[src/rtl/uart_pkg.sv]
// Shared constants for the send_data UART framer: FSM encoding, header, frame lengths.
// SEND_DATA_ALARM_EN selects the 4-byte frame carrying a threshold status byte.
package uart_pkg;

    typedef enum logic [2:0] {
        ST_IDLE     = 3'd0,
        ST_WAIT_SUM = 3'd1,
        ST_SEND     = 3'd2,
        ST_WAIT_HI  = 3'd3,
        ST_WAIT_LO  = 3'd4
    } tx_state_e;

    localparam logic [7:0] HEADER_DEFAULT  = 8'hA5;
    localparam int         FRAME_LEN_BASE  = 3;
    localparam int         FRAME_LEN_ALARM = 4;

`ifdef SEND_DATA_ALARM_EN
    localparam int FRAME_LEN = FRAME_LEN_ALARM;
`else
    localparam int FRAME_LEN = FRAME_LEN_BASE;
`endif

    localparam logic [1:0] LAST_IDX = 2'(FRAME_LEN - 1);

    function automatic logic [1:0] alarm_bits(input logic [15:0] value,
                                              input logic [15:0] thr_high,
                                              input logic [15:0] thr_low);
        return {(value > thr_high), (value < thr_low)};
    endfunction

endpackage

[src/rtl/send_data_frame_builder.sv]
// Frame register and byte selector for send_data; the status byte exists only
// when SEND_DATA_ALARM_EN is defined.
module frame_builder
    import uart_pkg::*;
#(
    parameter logic [7:0] HEADER = HEADER_DEFAULT
)
(
    input  logic        clk,
    input  logic        reset,
    input  logic        i_load,
    input  logic [15:0] i_value,
`ifdef SEND_DATA_ALARM_EN
    input  logic [15:0] i_thr_high,
    input  logic [15:0] i_thr_low,
`endif
    input  logic [1:0]  i_byte_idx,
    output logic [7:0]  o_byte
);

    logic [15:0] r_value;
`ifdef SEND_DATA_ALARM_EN
    logic [1:0]  r_status;

    // Thresholds are judged at latch time so a frame stays self-consistent.
    always_ff @(posedge clk or posedge reset) begin
        if (reset) begin
            r_status <= 2'b00;
        end else if (i_load) begin
            r_status <= alarm_bits(i_value, i_thr_high, i_thr_low);
        end
    end
`endif

    // Frame value register.
    always_ff @(posedge clk or posedge reset) begin
        if (reset) begin
            r_value <= 16'h0000;
        end else if (i_load) begin
            r_value <= i_value;
        end
    end

    // Byte selector.
    always_comb begin
        o_byte = 8'h00;
        case (i_byte_idx)
            2'd0:    o_byte = HEADER;
            2'd1:    o_byte = r_value[15:8];
            2'd2:    o_byte = r_value[7:0];
`ifdef SEND_DATA_ALARM_EN
            2'd3:    o_byte = {6'b000000, r_status};
`endif
            default: o_byte = 8'h00;
        endcase
    end

endmodule

[src/rtl/send_data.sv]
// Streams HEADER/sum frames to a UART TX once armed by en_send, with a one-deep
// pending buffer for sums arriving mid-frame. SEND_DATA_ALARM_EN adds a status byte.
module send_data
    import uart_pkg::*;
#(
    parameter int         SUM_W  = 16,
    parameter logic [7:0] HEADER = HEADER_DEFAULT
)
(
    input  logic             clk,
    input  logic             reset,
    input  logic             en_send,
    input  logic             sum_ready,
    input  logic [SUM_W-1:0] sum,
    input  logic [15:0]      thr_high,
    input  logic [15:0]      thr_low,
    input  logic             tx_busy,
    output logic             tx_start,
    output logic [7:0]       tx_data,
    output logic             overrun,
    output logic [7:0]       frame_cnt
);

    tx_state_e   r_state;
    logic        r_armed;
    logic [1:0]  r_byte_idx;
    logic [15:0] r_pend;
    logic        r_pend_valid;
    logic        r_tx_start;
    logic [7:0]  r_tx_data;
    logic        r_overrun;
    logic [7:0]  r_frame_cnt;

    logic [15:0] w_sum16;
    logic        w_frame_done;
    logic        w_load;
    logic [15:0] w_load_val;
    logic [7:0]  w_frame_byte;

    assign w_sum16      = 16'(sum);
    assign w_frame_done = (r_state == ST_WAIT_LO) && !tx_busy && (r_byte_idx == LAST_IDX);

    // Frame-register load: a fresh sum beats the pending value at frame end.
    always_comb begin
        w_load     = 1'b0;
        w_load_val = w_sum16;
        if ((r_state == ST_WAIT_SUM) && sum_ready) begin
            w_load = 1'b1;
        end else if (w_frame_done && sum_ready) begin
            w_load = 1'b1;
        end else if (w_frame_done && r_pend_valid) begin
            w_load     = 1'b1;
            w_load_val = r_pend;
        end else begin
            w_load = 1'b0;
        end
    end

    frame_builder #(.HEADER(HEADER)) u_frame (
        .clk        (clk),
        .reset      (reset),
        .i_load     (w_load),
        .i_value    (w_load_val),
`ifdef SEND_DATA_ALARM_EN
        .i_thr_high (thr_high),
        .i_thr_low  (thr_low),
`endif
        .i_byte_idx (r_byte_idx),
        .o_byte     (w_frame_byte)
    );

`ifndef SEND_DATA_ALARM_EN
    logic w_unused_thr;
    assign w_unused_thr = ^{thr_high, thr_low};
`endif

    // Control FSM, pending buffer and frame counter.
    always_ff @(posedge clk or posedge reset) begin
        if (reset) begin
            r_state      <= ST_IDLE;
            r_armed      <= 1'b0;
            r_byte_idx   <= 2'd0;
            r_pend       <= 16'h0000;
            r_pend_valid <= 1'b0;
            r_tx_start   <= 1'b0;
            r_tx_data    <= 8'h00;
            r_overrun    <= 1'b0;
            r_frame_cnt  <= 8'h00;
        end else begin
            r_tx_start <= 1'b0;
            r_overrun  <= 1'b0;
            case (r_state)
                ST_IDLE: begin
                    if (en_send && !r_armed) begin
                        r_armed <= 1'b1;
                        r_state <= ST_WAIT_SUM;
                    end
                end
                ST_WAIT_SUM: begin
                    if (sum_ready) begin
                        r_byte_idx <= 2'd0;
                        r_state    <= ST_SEND;
                    end
                end
                ST_SEND: begin
                    if (!tx_busy) begin
                        r_tx_start <= 1'b1;
                        r_tx_data  <= w_frame_byte;
                        r_state    <= ST_WAIT_HI;
                    end
                end
                ST_WAIT_HI: begin
                    if (tx_busy) begin
                        r_state <= ST_WAIT_LO;
                    end
                end
                ST_WAIT_LO: begin
                    if (!tx_busy) begin
                        if (r_byte_idx != LAST_IDX) begin
                            r_byte_idx <= r_byte_idx + 2'd1;
                            r_state    <= ST_SEND;
                        end else begin
                            r_frame_cnt <= r_frame_cnt + 8'd1;
                            if (sum_ready || r_pend_valid) begin
                                r_byte_idx <= 2'd0;
                                r_state    <= ST_SEND;
                            end else begin
                                r_state <= ST_WAIT_SUM;
                            end
                        end
                    end
                end
                default: r_state <= ST_IDLE;
            endcase

            // A sum arriving mid-frame is buffered unless the frame ends this cycle.
            if (sum_ready && (r_state != ST_IDLE) && (r_state != ST_WAIT_SUM)) begin
                r_overrun <= r_pend_valid;
                if (w_frame_done) begin
                    r_pend_valid <= 1'b0;
                end else begin
                    r_pend       <= w_sum16;
                    r_pend_valid <= 1'b1;
                end
            end else if (w_frame_done) begin
                r_pend_valid <= 1'b0;
            end
        end
    end

    assign tx_start  = r_tx_start;
    assign tx_data   = r_tx_data;
    assign overrun   = r_overrun;
    assign frame_cnt = r_frame_cnt;

endmodule
[config.mk]
export PLATFORM = sky130hd
export DESIGN_NAME = send_data
export DESIGN_NICKNAME = d
export VERILOG_FILES = /design/src/rtl/uart_pkg.sv /design/src/rtl/send_data_frame_builder.sv /design/src/rtl/send_data.sv
export SDC_FILE = /design/constraint.sdc
export NUM_CORES = 1
export LEC_CHECK = 0
export CORE_UTILIZATION = 44
export DETAILED_ROUTE_END_ITERATION = 7
export PLACE_DENSITY = 0.77
export SYNTH_ARGS = -nofsm -noshare
export SYNTH_HDL_FRONTEND = slang
export SYNTH_SLANG_ARGS = --single-unit
export TNS_END_PERCENT = 20
[constraint.sdc]
create_clock -name clk -period 2.35 [get_ports clk]
set_input_delay 0.47 -clock clk [delete_from_list [all_inputs] [get_ports clk]]
set_output_delay 0.47 -clock clk [all_outputs]
set_load 0.05 [all_outputs]
==> impl_metrics.py <==
metrics = {
    "run_status": {
        "status": "finished, final reports clean",
    },
    "timing": {
        "layout_worst_path_cycle_share": 0.9573,
        "report.final.setup_viol": 0,
        "maxSlewHeadroom": 0.6627,
        "report.final.hold_viol_count": 0,
        "period_minus_slack_ns": 2.250,
        "post-route-worst-setup-slack_ns": 0.1004,
        "sum_neg_setup_slack_ns": 0,
        "fmax_mhz": 444.5,
        "worst-slew-pin-transition_ns": 0.5044,
        "rsz_0062_raised_after_global_routing": "no",
        "final.setup_skew_ns": 0.008453,
        "timing.final.max_slew_violations": 0,
    },
    "route": {
        "via_per_inst": 5.205,
        "wl_per_cell_um": 14.42,
        "route.final.wire_length_um": 4932,
        "drc": 0,
        "num_vias": 1780,
        "detail_route.first_pass.iterations": 4,
        "detail_route_antenna_nets": 0,
        "detailedRoute.firstIterationViolations": 43,
    },
    "pwr": {
        "power_leakage_nw": 1.537,
        "vdd_drop_max_uv": 694.2,
        "power_per_cell_area_nw_per_um2": 1207,
    },
    "yosys": {
        "number_of_warnings_reported_in_the_yosys_synthesis_log": 0,
        "yosysTopAreaCellShare": 0.5357,
        "synth_enable_flop_cells": 0,
        "ys_top_cells_by_area": "sky130_fd_sc_hd__dfrtp_1 (54%), sky130_fd_sc_hd__mux2_2 (13%), sky130_fd_sc_hd__mux2_4 (6.8%)",
        "syn-instance-count": 214,
        "synth_area_um2": 2663,
        "ys_ff_latch": 57,
        "post_synth.cell_area_avg_um2": 12.44,
        "yosys.cell_types.count": 37,
        "syn_nets": 268,
        "synth-main-ff-cell": "sky130_fd_sc_hd__dfrtp_1",
        "yosysSeqAreaShare": 0.5357,
        "asyncSetResetFlopFracSynth": 1.000,
        "synth.largest_area_cell": "sky130_fd_sc_hd__dfrtp_1",
    },
    "critical_path": {
        "critPathArrivalTime_ns": 2.47,
        "timing.setup.critical_path_class": "reg2reg",
        "timing.rr.start": "r_state[0]",
        "reg2reg_depth": 4,
        "crit_path_start_kind": "flip-flop",
        "r2r_slack_ns": 0.10,
        "worstReg2RegEnd": "u_frame.r_value[7]",
        "critPathCaptureType": "flip-flop",
        "required_time_of_the_worst_setup_path_ns": 2.57,
        "cp_max_fo": 14,
    },
    "final_layout": {
        "layout.area.seq_um2": 1426,
        "area.growth.synth_to_final_pct": 28.95,
        "layout.cell_area.non_filler_um2": 3433,
        "post-route-util": 0.6049,
        "fillCellCount": 489,
        "final_layout_size_suffix_gt1_frac": 0.2852,
        "multi_input_comb_area_um2": 1121,
        "num-nets-final": 319,
        "final_cells": 342,
        "antennaDiodeCount": 0,
    },
    "hold_path": {
        "timing.hold.worst.class": "reg2reg",
        "hold_path_depth": 2,
        "hold_path_startpoint": "tx_data[2]",
        "worst_hold_path.endpoint": "tx_data[2]",
    },
    "clocking": {
        "cts.root.buffer_cell": "sky130_fd_sc_hd__clkbuf_8",
        "cts_htree_levels": 3,
        "cts.sink_count": 57,
        "clk-insertion-delay-late_ns": 0.34,
        "post_cts.resized_instances": 0,
        "cts.clk_slew.worst_paths_ns": 0.07,
        "cts_setup_buffers": 0,
        "cts_max_path_buffers": 2,
        "tritoncts": "built",
        "tritoncts.num_buffers": 9,
        "cts-hold-fix-buffers": 0,
    },
    "placed_design": {
        "placedInstanceArea_um2": 3194,
        "dp.final_hpwl_um": 3382,
        "gp_routability_congestion": 0.7998,
        "io_buffer_count": 38,
        "dp.cells": 326,
        "detailedPlace.worstSlack_ns": -0.1019,
    },
    "global_routing": {
        "grtUsageMet1": 0.2120,
        "grt_pass1_vias": 1765,
        "global_route.peak_usage_layer": "met2",
        "grt_util_met3": 0.06400,
        "grt_max_degree": 58,
        "globalRouteOverflowTotal": 0,
        "grt_antenna_before_repair": 0,
        "grtUsageTotal": 0.1725,
        "wire_length_of_the_first_global_routing_pass_um": 8121,
        "grt_util_met2": 0.2735,
    },
    "floorplanning": {
        "initial_core_util": 0.4691,
        "die_h_um": 79.79,
        "die_w_um": 79.79,
        "io-pin-count": 71,
        "dieArea_um2": 6366,
        "rows": 27,
        "core_area_um2": 5675,
    },
    "flow_run": {
        "max_cap_violations": 0,
    },
}
how the worst max path moves through the flow:
stage / start / end / slack [ns] / cells after the start
after floorplan: r_byte_idx[0] / u_frame.r_value[0] / 0.02 / 7
after global placement: tx_busy / u_frame.r_value[1] / -0.08 / 5
after detailed placement: tx_busy / u_frame.r_value[6] / -0.10 / 5
after CTS: r_state[0] / u_frame.r_value[6] / 0.09 / 4
after global routing: r_state[0] / u_frame.r_value[6] / 0.06 / 4
final: r_state[0] / u_frame.r_value[7] / 0.10 / 4
cells in the final DEF (no fill, tap or decap), types with 2 or more instances in the layout:
master                             n
sky130_fd_sc_hd__a221oi_1          4
sky130_fd_sc_hd__a2111oi_0         2
sky130_fd_sc_hd__mux2_4           12
sky130_fd_sc_hd__clkbuf_8         12
sky130_fd_sc_hd__nor3_1            3
sky130_fd_sc_hd__bufinv_16         2
sky130_fd_sc_hd__clkdlybuf4s50_1  38
sky130_fd_sc_hd__mux2_2           31
sky130_fd_sc_hd__nand4_1           4
sky130_fd_sc_hd__xnor2_1           7
sky130_fd_sc_hd__nor2b_1           3
sky130_fd_sc_hd__mux2i_1           8
sky130_fd_sc_hd__buf_12            3
sky130_fd_sc_hd__inv_1            10
sky130_fd_sc_hd__nand2b_1          3
sky130_fd_sc_hd__a21oi_1           4
sky130_fd_sc_hd__o21ai_0          14
sky130_fd_sc_hd__dfrtp_1          57
sky130_fd_sc_hd__buf_4            10
sky130_fd_sc_hd__nand2_1           9
sky130_fd_sc_hd__nor2_1           15
critical path, cell delays in order, from the launching register on:
cell,delay (ns)
sky130_fd_sc_hd__dfrtp_1,0.38
sky130_fd_sc_hd__or4b_4,0.56
sky130_fd_sc_hd__or4_4,0.58
sky130_fd_sc_hd__mux2_2,0.33
sky130_fd_sc_hd__mux2_2,0.27
state kept, by name, indices dropped and copies added, names as in the netlist, 2 cells and up:
register / count
tx_data: 8
r_state: 3
frame_cnt: 8
r_byte_idx: 2
r_pend: 16
u_frame.r_value: 16
cell usage after synthesis (all sizes together), types with 5 or more instances:
cell type   n
dfrtp      57
clkbuf      5
o21ai      14
nand2       9
inv        11
buf         6
mux2i       8
xnor2       7
mux2       43
nor2       15
kinds of logic after synthesis:
group | after synthesis | share of synthesized area
AO/OA/AOI/OAI | 29 | 0.07096
XOR/XNOR | 8 | 0.02632
adder cells (fa/ha/maj) | 1 | 0.004698
buffers and inverters | 22 | 0.04323
flip-flops | 57 | 0.5357
multiplexers | 51 | 0.2289
AND/OR/NAND/NOR | 46 | 0.09023
routing by layer:
metal  vias to the layer above  share of wire
li1                        856              -
met1                       874           0.45
met2                        43           0.48
met3                         7          0.053
met4                         0          0.014
met5                         -              0
cell type report:
cell class	count	area share
well taps	72	0.02624
flip-flops and latches	57	0.4155
repair buffers	51	0.1501
inverters	11	0.01203
clock inverters	4	0.02150
clock buffers	12	0.04810
multi-input cells	135	0.3265
through the flow:
| step | hold WS, ns | total power [mW] |
|---|---|---|
| detailed placement | 0.4757 | 3.109 |
| floorplan | 0.4666 | 2.636 |
| CTS | 0.4913 | 4.200 |
| finish | 0.4889 | 4.146 |
| global route | 0.5156 | 4.370 |
| global placement | 0.4616 | 3.042 |
where the power goes:
part           total (mW)  internal (mW)  switching (mW)
Combinational        1.48          0.719           0.759
Clock                1.07          0.683           0.387
Sequential           1.60           1.38           0.215
Power figures use the tool's default switching activity.
